**src/rtl/qed_dup_queue.sv**
```systemverilog
// qed_dup_queue: QED duplicate-instruction queue.
// In ORIG mode fetched instructions are forwarded unchanged and recorded in a
// FIFO. On exe_dup the FIFO is replayed with every used register field moved
// to its bit-4 shadow (x1..x15 -> x17..x31). After replay the block waits until
// the retired original and duplicate counts match. It then pulses
// qed_check_valid/sif_commit, clears the counts and returns to ORIG.
//
// Optional feature: define QED_REMAP_X0_EN to also remap x0 fields to x16.
//
// Ports:
//   clk, rst                  clock, synchronous active-high reset
//   instr_in, instr_valid     fetch beat offered to the block
//   instr_ready               block accepts the fetch beat this cycle
//   exe_dup                   request to switch to duplicate replay
//   commit, commit_dup        one retirement this cycle, and whether it was a duplicate
//   instr_out, instr_out_valid  registered issue beat to the pipeline
//   qed_num_orig, qed_num_dup retired original / duplicate counts
//   sif_state                 0 ORIG, 1 DUP, 2 WAIT
//   qed_check_valid, sif_commit  one-cycle pulses at a QED-consistent point
module qed_dup_queue #(
  parameter int unsigned DEPTH = 16,
  parameter int unsigned AW    = 4
) (
  input  logic          clk,
  input  logic          rst,
  input  logic [31:0]   instr_in,
  input  logic          instr_valid,
  output logic          instr_ready,
  input  logic          exe_dup,
  input  logic          commit,
  input  logic          commit_dup,
  output logic [31:0]   instr_out,
  output logic          instr_out_valid,
  output logic [AW:0]   qed_num_orig,
  output logic [AW:0]   qed_num_dup,
  output logic [1:0]    sif_state,
  output logic          qed_check_valid,
  output logic          sif_commit
);

  localparam logic [AW:0] DEPTH_W = (AW+1)'(DEPTH);

`ifdef QED_REMAP_X0_EN
  localparam logic X0_EN = 1'b1;
`else
  localparam logic X0_EN = 1'b0;
`endif

  localparam logic [6:0] OP_R     = 7'b0110011;
  localparam logic [6:0] OP_I     = 7'b0010011;
  localparam logic [6:0] OP_LOAD  = 7'b0000011;
  localparam logic [6:0] OP_S     = 7'b0100011;
  localparam logic [6:0] OP_B     = 7'b1100011;
  localparam logic [6:0] OP_LUI   = 7'b0110111;
  localparam logic [6:0] OP_AUIPC = 7'b0010111;

  typedef enum logic [1:0] {
    S_ORIG = 2'd0,
    S_DUP  = 2'd1,
    S_WAIT = 2'd2
  } state_e;

  state_e        state_q;
  logic [31:0]   mem_q [DEPTH];
  logic [AW-1:0] head_q, tail_q;
  logic [AW:0]   count_q, count_d;
  logic [AW:0]   orig_q, orig_d, dup_q, dup_d;
  logic [31:0]   out_q;
  logic          out_valid_q;
  logic          ready_q;
  logic          pulse_q;

  logic          push, pop, go_dup, wait_done;
  logic [AW:0]   orig_base, dup_base;

  // Set bit 4 of each register field the opcode actually uses.
  function automatic logic [31:0] remap(input logic [31:0] i);
    logic [31:0] o;
    logic        use_rd, use_rs1, use_rs2;
    o       = i;
    use_rd  = 1'b0;
    use_rs1 = 1'b0;
    use_rs2 = 1'b0;
    case (i[6:0])
      OP_R:              begin use_rd = 1'b1; use_rs1 = 1'b1; use_rs2 = 1'b1; end
      OP_I, OP_LOAD:     begin use_rd = 1'b1; use_rs1 = 1'b1; end
      OP_S, OP_B:        begin use_rs1 = 1'b1; use_rs2 = 1'b1; end
      OP_LUI, OP_AUIPC:  begin use_rd = 1'b1; end
      default:           ;
    endcase
    if (use_rd  && (X0_EN || i[11:7]  != 5'd0)) o[11] = 1'b1;
    if (use_rs1 && (X0_EN || i[19:15] != 5'd0)) o[19] = 1'b1;
    if (use_rs2 && (X0_EN || i[24:20] != 5'd0)) o[24] = 1'b1;
    return o;
  endfunction

  // Queue occupancy and mode-switch decision; a same-cycle push counts first.
  always_comb begin
    push    = (state_q == S_ORIG) && instr_valid && ready_q;
    pop     = (state_q == S_DUP) && (count_q != '0);
    count_d = count_q;
    if (push) begin
      count_d = count_q + 1'b1;
    end else if (pop) begin
      count_d = count_q - 1'b1;
    end
    go_dup    = (state_q == S_ORIG) && exe_dup && (count_d != '0);
    wait_done = (state_q == S_WAIT) && (dup_q == orig_q) && (orig_q != '0);
  end

  // Retirement counters; a commit in the clearing cycle lands after the clear.
  always_comb begin
    orig_base = wait_done ? '0 : orig_q;
    dup_base  = wait_done ? '0 : dup_q;
    orig_d    = orig_base;
    dup_d     = dup_base;
    if (commit) begin
      if (commit_dup) begin
        if (dup_base < DEPTH_W) dup_d = dup_base + 1'b1;
      end else begin
        if (orig_base < DEPTH_W) orig_d = orig_base + 1'b1;
      end
    end
  end

  // Queue storage: not reset, only written on accepted pushes.
  always_ff @(posedge clk) begin
    if (push) mem_q[tail_q] <= instr_in;
  end

  // Mode FSM, pointers and registered outputs.
  always_ff @(posedge clk) begin
    if (rst) begin
      state_q     <= S_ORIG;
      head_q      <= '0;
      tail_q      <= '0;
      count_q     <= '0;
      orig_q      <= '0;
      dup_q       <= '0;
      out_q       <= '0;
      out_valid_q <= 1'b0;
      ready_q     <= 1'b1;
      pulse_q     <= 1'b0;
    end else begin
      count_q     <= count_d;
      orig_q      <= orig_d;
      dup_q       <= dup_d;
      out_valid_q <= 1'b0;
      pulse_q     <= 1'b0;
      if (push) begin
        tail_q      <= tail_q + 1'b1;
        out_q       <= instr_in;
        out_valid_q <= 1'b1;
      end
      if (pop) begin
        head_q      <= head_q + 1'b1;
        out_q       <= remap(mem_q[head_q]);
        out_valid_q <= 1'b1;
      end
      case (state_q)
        S_ORIG: if (go_dup) state_q <= S_DUP;
        S_DUP:  if (count_d == '0) state_q <= S_WAIT;
        S_WAIT: if (wait_done) begin
          state_q <= S_ORIG;
          pulse_q <= 1'b1;
        end
        default: state_q <= S_ORIG;
      endcase
      // Ready reflects the mode and fill level the next cycle will see.
      ready_q <= (((state_q == S_ORIG) && !go_dup) || wait_done) && (count_d != DEPTH_W);
    end
  end

  assign instr_ready     = ready_q;
  assign instr_out       = out_q;
  assign instr_out_valid = out_valid_q;
  assign qed_num_orig    = orig_q;
  assign qed_num_dup     = dup_q;
  assign sif_state       = 2'(state_q);
  assign qed_check_valid = pulse_q;
  assign sif_commit      = pulse_q;

endmodule

```
**config.mk**
```make
export PLATFORM = sky130hd
export DESIGN_NAME = qed_dup_queue
export DESIGN_NICKNAME = d
export VERILOG_FILES = /design/src/rtl/qed_dup_queue.sv
export SDC_FILE = /design/constraint.sdc
export NUM_CORES = 1
export LEC_CHECK = 0
export BUFFER_PORTS_ARGS = -buffer_cell sky130_fd_sc_hd__buf_2
export CORE_UTILIZATION = 42
export CTS_CLUSTER_SIZE = 30
export DETAILED_ROUTE_END_ITERATION = 10
export HOLD_SLACK_MARGIN = 0.1
export PLACE_DENSITY = 0.68
export SLEW_MARGIN = 10
export SYNTH_ARGS = -nofsm -noshare
export SYNTH_HDL_FRONTEND = slang
export SYNTH_SLANG_ARGS = --single-unit
```
**constraint.sdc**
```tcl
create_clock -name clk -period 7.66 [get_ports clk]
set_input_delay 0.383 -clock clk [delete_from_list [all_inputs] [get_ports clk]]
set_output_delay 0.383 -clock clk [all_outputs]
set_load 0.01 [all_outputs]
```
# Word-level counts from Yosys, hierarchy flattened
# Memory sizes are Yosys's and may differ from the RTL's. A register that Yosys moved wholly into a read port is not among the register bits.
# Cells that the tools add are included.
dict set report totals {
  mem_bits_rw 512
  n_memories 1
  latchBits 0
  input_bits 38
  wordCells 96
  out_inout_bits 48
  ff_bits 60
  romBits 0
}
# memory words width rd rd_clocked_by_memory_dff wr line
set memory_table {}
lappend memory_table {mem_q 16 32 1 1 1 64} ;# logic [31:0] mem_q [DEPTH];
dict set report op_classes {
  multipliers 0
  div_mod_pow 0
  n_mux 34
  bitwise 1
  eq_ne 14
  addsub 6
  order_cmp 2
  n_reduce_logical 28
  n_shift 0
}
# operator n
set ops {}
lappend ops {{two-way mux 32 bit} 2}
lappend ops {{two-way mux 5 bit} 10}
lappend ops {{nonzero test 5 bit} 6}
lappend ops {{== test 7 x 6 -> 1 bit, second input constant} 3}
lappend ops {{two-way mux 1 bit} 16}
lappend ops {{adder 5 x 1 -> 5 bit, second input constant} 3}
lappend ops {{== test 7 x 5 -> 1 bit, second input constant} 2}
lappend ops {{logical AND 1 bit} 12}
lappend ops {{< comparator 5 bit, second input constant} 2}
lappend ops {{OR reduction 5 bit} 2}
lappend ops {{adder 4 x 1 -> 4 bit, second input constant} 2}
lappend ops {{two-way mux 4 bit} 2}
lappend ops {{== test 7 x 2 -> 1 bit, second input constant} 1}
lappend ops {{== test 7 bit, second input constant} 1}
lappend ops {{two-way mux 2 bit} 3}
lappend ops {{one-hot mux 2 bit (3 select lines)} 1}
lappend ops {{== test 5 bit} 1}
lappend ops {{logical NOT 5 bit} 1}
lappend ops {{inequality test 5 bit, second input constant} 1}
lappend ops {{subtractor 5 x 1 -> 5 bit, second input constant} 1}
lappend ops {{inequality test 2 bit, second input constant} 2}
lappend ops {{AND reduction 3 bit} 1}
lappend ops {{OR reduction 3 bit} 1}
lappend ops {{== test 2 x 1 -> 1 bit, second input constant} 1}
lappend ops {{8 further kinds} 8}

# Depth between registers and ports, before layout
dict set report depth {
  word_depth 10
  ltp_mapped 10
  ltp_nobuf 9
}

# Worst setup path after synthesis
# No wires, ideal clock.
dict set report synth_timing {
  path_kind {register -> register}
  from {reg state_q[1] (netlist: sif_state[1])}
  to {mem mem_q[3][0] (enable)}
  path_stages_with_launch 6
  required_time_ns 7.199
  arrival_time_ns 3.676
  synth_period_minus_slack_ns 4.137
  path_slack_ns 3.523
  path_buffers 2
  setup_time_ns 0.461
  path_cell_list {dfxtp_1 -> nor4bb_1 -> clkbuf_1 -> clkbuf_1 -> nand2_1 -> nor3_1}
}
dict set report synth_via {
  elab_chain_cells 5
}
# element line
set synth_rtl {}
lappend synth_rtl {{from (decl)} 63} ;# state_e state_q;
lappend synth_rtl {{from (signal assigned)} 134} ;# state_q <= S_ORIG;
lappend synth_rtl {{from (signal assigned)} 161} ;# S_ORIG: if (go_dup) state_q <= S_DUP;
lappend synth_rtl {{from (signal assigned)} 162} ;# S_DUP: if (count_d == '0) state_q <= S_WAIT;
lappend synth_rtl {{logical NOT 2 bit} 99} ;# push = (state_q == S_ORIG) && instr_valid && ready_q;
lappend synth_rtl {{logical AND 1 bit (2 in a row)} 99}
lappend synth_rtl {{two-way mux 1 bit} 128} ;# if (push) mem_q[tail_q] <= instr_in;
lappend synth_rtl {{two-way mux 1 bit (implied by the code)} 128}
lappend synth_rtl {{to (decl)} 64}
# Every way passes these cells.

==> impl_metrics.py <==
metrics = {
    "outcome": {
        "status": "finished, final reports clean",
    },
    "die": {
        "die_width_um": 232,
        "io_pins": 86,
        "die_h_um": 232,
        "core_area_um2": 52400,
        "start_util_pct": 42.5,
        "die_area_um2": 54000,
        "fp-row-count": 84,
    },
    "final_layout": {
        "nets": 1302,
        "stdcell_count": 1990,
        "utilization_pct": 48.9,
        "layout-drive-gt1-share_pct": 28.7,
        "fin_area_um2": 25600,
        "syn_to_final_growth_pct": 15.1,
    },
    "drt": {
        "via_per_inst": 5.77,
        "drc": 0,
        "dr.pass1.iters": 5,
        "wirelength_um": 51100,
        "dr_total_vias": 11500,
        "drt_iter0_markers": 1307,
        "ant_nets": 0,
        "post_drt_wl_per_cell_um": 25.7,
    },
    "logic_synthesis": {
        "synth_xor_area_share_pct": 0.668,
        "ys_async_sr_fraction_pct": 0,
        "synthCells": 1146,
        "syn_nets": 1193,
        "synth-edff-count": 512,
        "syn_area_um2": 22300,
        "synthAdderAreaFrac_pct": 0.506,
        "ys_seq_area_share_pct": 74.8,
        "synth-seq-cells": 576,
        "synth_top_family_by_area": "multiplexers",
        "synth.most_common_cell": "edfxtp_1",
        "synth_compound_area_share_pct": 3.21,
        "yosysTopAreaCell": "edfxtp_1",
        "yosys-mux-area-fraction_pct": 14.8,
        "synth_flop_cell": "edfxtp_1",
        "yosys_warnings": 0,
        "synth_commonest_cells": "512 x edfxtp_1, 142 x mux4_2, 91 x nand2_1, 69 x nor2_1, 64 x dfxtp_1",
        "synth_top_area_share_pct": 69.0,
        "ys_types": 53,
        "yosys.area_share.simple_pct": 4.51,
        "synth.avg_cell_area_um2": 19.4,
        "synth_area_leaders": "edfxtp_1 69%, mux4_2 14%, dfxtp_1 5.8%",
    },
    "timing": {
        "holdWs_ns": 0.131,
        "slew_viol_final": 0,
        "setup_violations": 0,
        "min_period_ns": 3.70,
        "tns_ns": 0,
        "slew_headroom_pct": 20.8,
        "rsz0062_at_grt": "no",
        "post-route-period-util_pct": 48.2,
        "skew_ns": 0.0241,
        "fmax_ghz": 0.271,
        "fin_ws_ns": 3.96,
        "worst_pin_slew_ns": 1.19,
        "hold_violations": 0,
    },
    "worst_setup_path": {
        "worstPathRequired_ns": 8.17,
        "cpPeakStageDelay_ns": 1.01,
        "crit_type": "flip-flop to flip-flop",
        "startpoint_type": "flip-flop",
        "cp_num_cells": 6,
        "crit_buf_inv": 1,
        "cp.arrival_ns": 4.21,
        "endpoint_kind": "flip-flop",
        "r2r_cells": 6,
        "crit_end": "instr_out[19]",
        "path_max_fanout": 79,
        "critical-path-slowest-cell": "dfxtp_4",
        "cp_cell_sequence": "buf_12, mux4_2, a22o_1, a221oi_2, o211ai_1, o32ai_1",
        "crit_family": "compound AO/OA/AOI/OAI gates",
        "reg2reg_slack_ns": 3.96,
        "r2r-end": "instr_out[19]",
    },
    "cts": {
        "cts_tree": "built",
        "insertion_delay_ns": 0.61,
        "htreeDepth": 2,
        "clkSlewWorstSetupHoldPaths_ns": 0.06,
        "clockBufferDepth": 3,
        "post-cts-setup-buffer-count": 0,
        "cts_root_buf": "clkbuf_16",
        "numCtsBuffers": 58,
        "cts_num_sinks": 576,
    },
    "placement": {
        "place_area_um2": 23600,
        "gp_congestion": 0.818,
        "dp_slack_ns": 3.93,
        "port_buffers": 85,
        "dp_hpwl_um": 27900,
        "dp_cells": 1881,
    },
    "grt": {
        "grt_util_all_layers_pct": 19.6,
        "antenna_found_initial": 7,
        "grt-ovfl-total": 0,
        "grt_pass1_wl_um": 76900,
        "grt_pass1_vias": 12000,
        "grt_max_degree": 80,
    },
    "worst_hold_path": {
        "hp-class": "primary input to flip-flop",
    },
    "flow_run": {
        "maxCapViolCount": 0,
    },
    "pwr": {
        "ir_worst_vdd_uv": 183,
        "powerDensity_nw_per_um2": 310,
        "p_total_mw": 7.95,
        "p_leak_nw": 8.14,
    },
}
worst reg2reg max path, stage by stage, from the launching register on:
cell and delay (ns):
dfxtp_4 1.01, buf_12 0.64, mux4_2 0.62, a22o_1 0.22
a221oi_2 0.43, o211ai_1 0.35, o32ai_1 0.34
placed cells by master, fill, tap and decap left out, types with 4 or more instances in the layout:
cell type / instances
a22oi_1: 18
xor2_1: 11
a311oi_1: 20
nand4_1: 6
inv_1: 7
nor2b_1: 8
clkinv_2: 13
nand2b_1: 6
xnor2_1: 6
clkinv_1: 10
and3_1: 9
nand3_1: 11
nor4_1: 5
nor3_2: 5
clkbuf_1: 7
nor3_1: 4
nor2_1: 57
dfxtp_1: 61
mux2_2: 4
buf_2: 85
buf_4: 28
mux4_2: 142
a21oi_1: 12
a221oi_1: 5
ha_1: 9
nor2_4: 12
o21ai_0: 5
a22o_1: 6
bufinv_16: 10
mux2i_1: 5
edfxtp_1: 512
nand2_1: 90
a211oi_1: 12
clkbuf_16: 61
worst min path at each step:
stage | from | to | depth (start not counted)
3_3_place_gp | instr_out[8] | instr_out[8] | 2
5_1_grt | commit | qed_num_dup[1] | 3
4_1_cts | commit | qed_num_dup[1] | 3
3_5_place_dp | instr_out[7] | instr_out[7] | 2
6_report | commit | qed_num_dup[1] | 3
2_1_floorplan | head_q[3] | flip-flop | 2
per-layer routing:
layer / vias to the layer above / track usage (%) / wire (µm)
met3: 94 / 4.58 / 3850
li1: 4892 / - / -
met4: 12 / 6.19 / 1260
met5: - / 0 / 82
met2: 451 / 30.9 / 24000
met1: 6042 / 26.8 / 21900
cell type report:
| type | count | area, µm² |
|---|---|---|
| Fill cell | 4201 | 26800 |
| Sequential cell | 576 | 16700 |
| Multi-Input combinational cell | 496 | 5410 |
| Clock buffer | 70 | 1580 |
| Tap cell | 688 | 861 |
| Timing Repair Buffer | 116 | 676 |
| Clock inverter | 36 | 427 |
| Inverter | 7 | 26.3 |
| Antenna cell | 1 | 2.50 |
power by group:
group / total, mW / leakage [nW] / internal [mW] / switching (mW)
registers: 3.78 / 5.14 / 3.63 / 0.153
logic: 1.21 / 2.01 / 0.546 / 0.664
clock network: 2.96 / 0.987 / 1.79 / 1.16
total: 7.95 / 8.14 / 5.97 / 1.98
cells by family after synthesis:
group | after synthesis
XOR/XNOR | 17
AND/OR/NAND/NOR | 225
AO/OA/AOI/OAI | 94
multiplexers | 151
adder cells (fa/ha/maj) | 9
flip-flops | 576
buffers and inverters | 74
registers in the layout, indices dropped and copies added (netlist names), named ones only:
register / flops
mem_q: 512
instr_out_valid: 1
qed_num_dup: 5
head_q: 4
tail_q: 4
count_q: 5
instr_ready: 1
qed_num_orig: 5
sif_state: 2
qed_check_valid: 1
instr_out: 32
timing repair:
action | 4_1_cts | 5_1_grt
hold buffers | 2 | 0
endpoints found under the setup margin | 0 | 0
endpoints found under the hold margin | 2 | 0
resized for setup | 0 | 0
(Power assumes the default switching activity.)
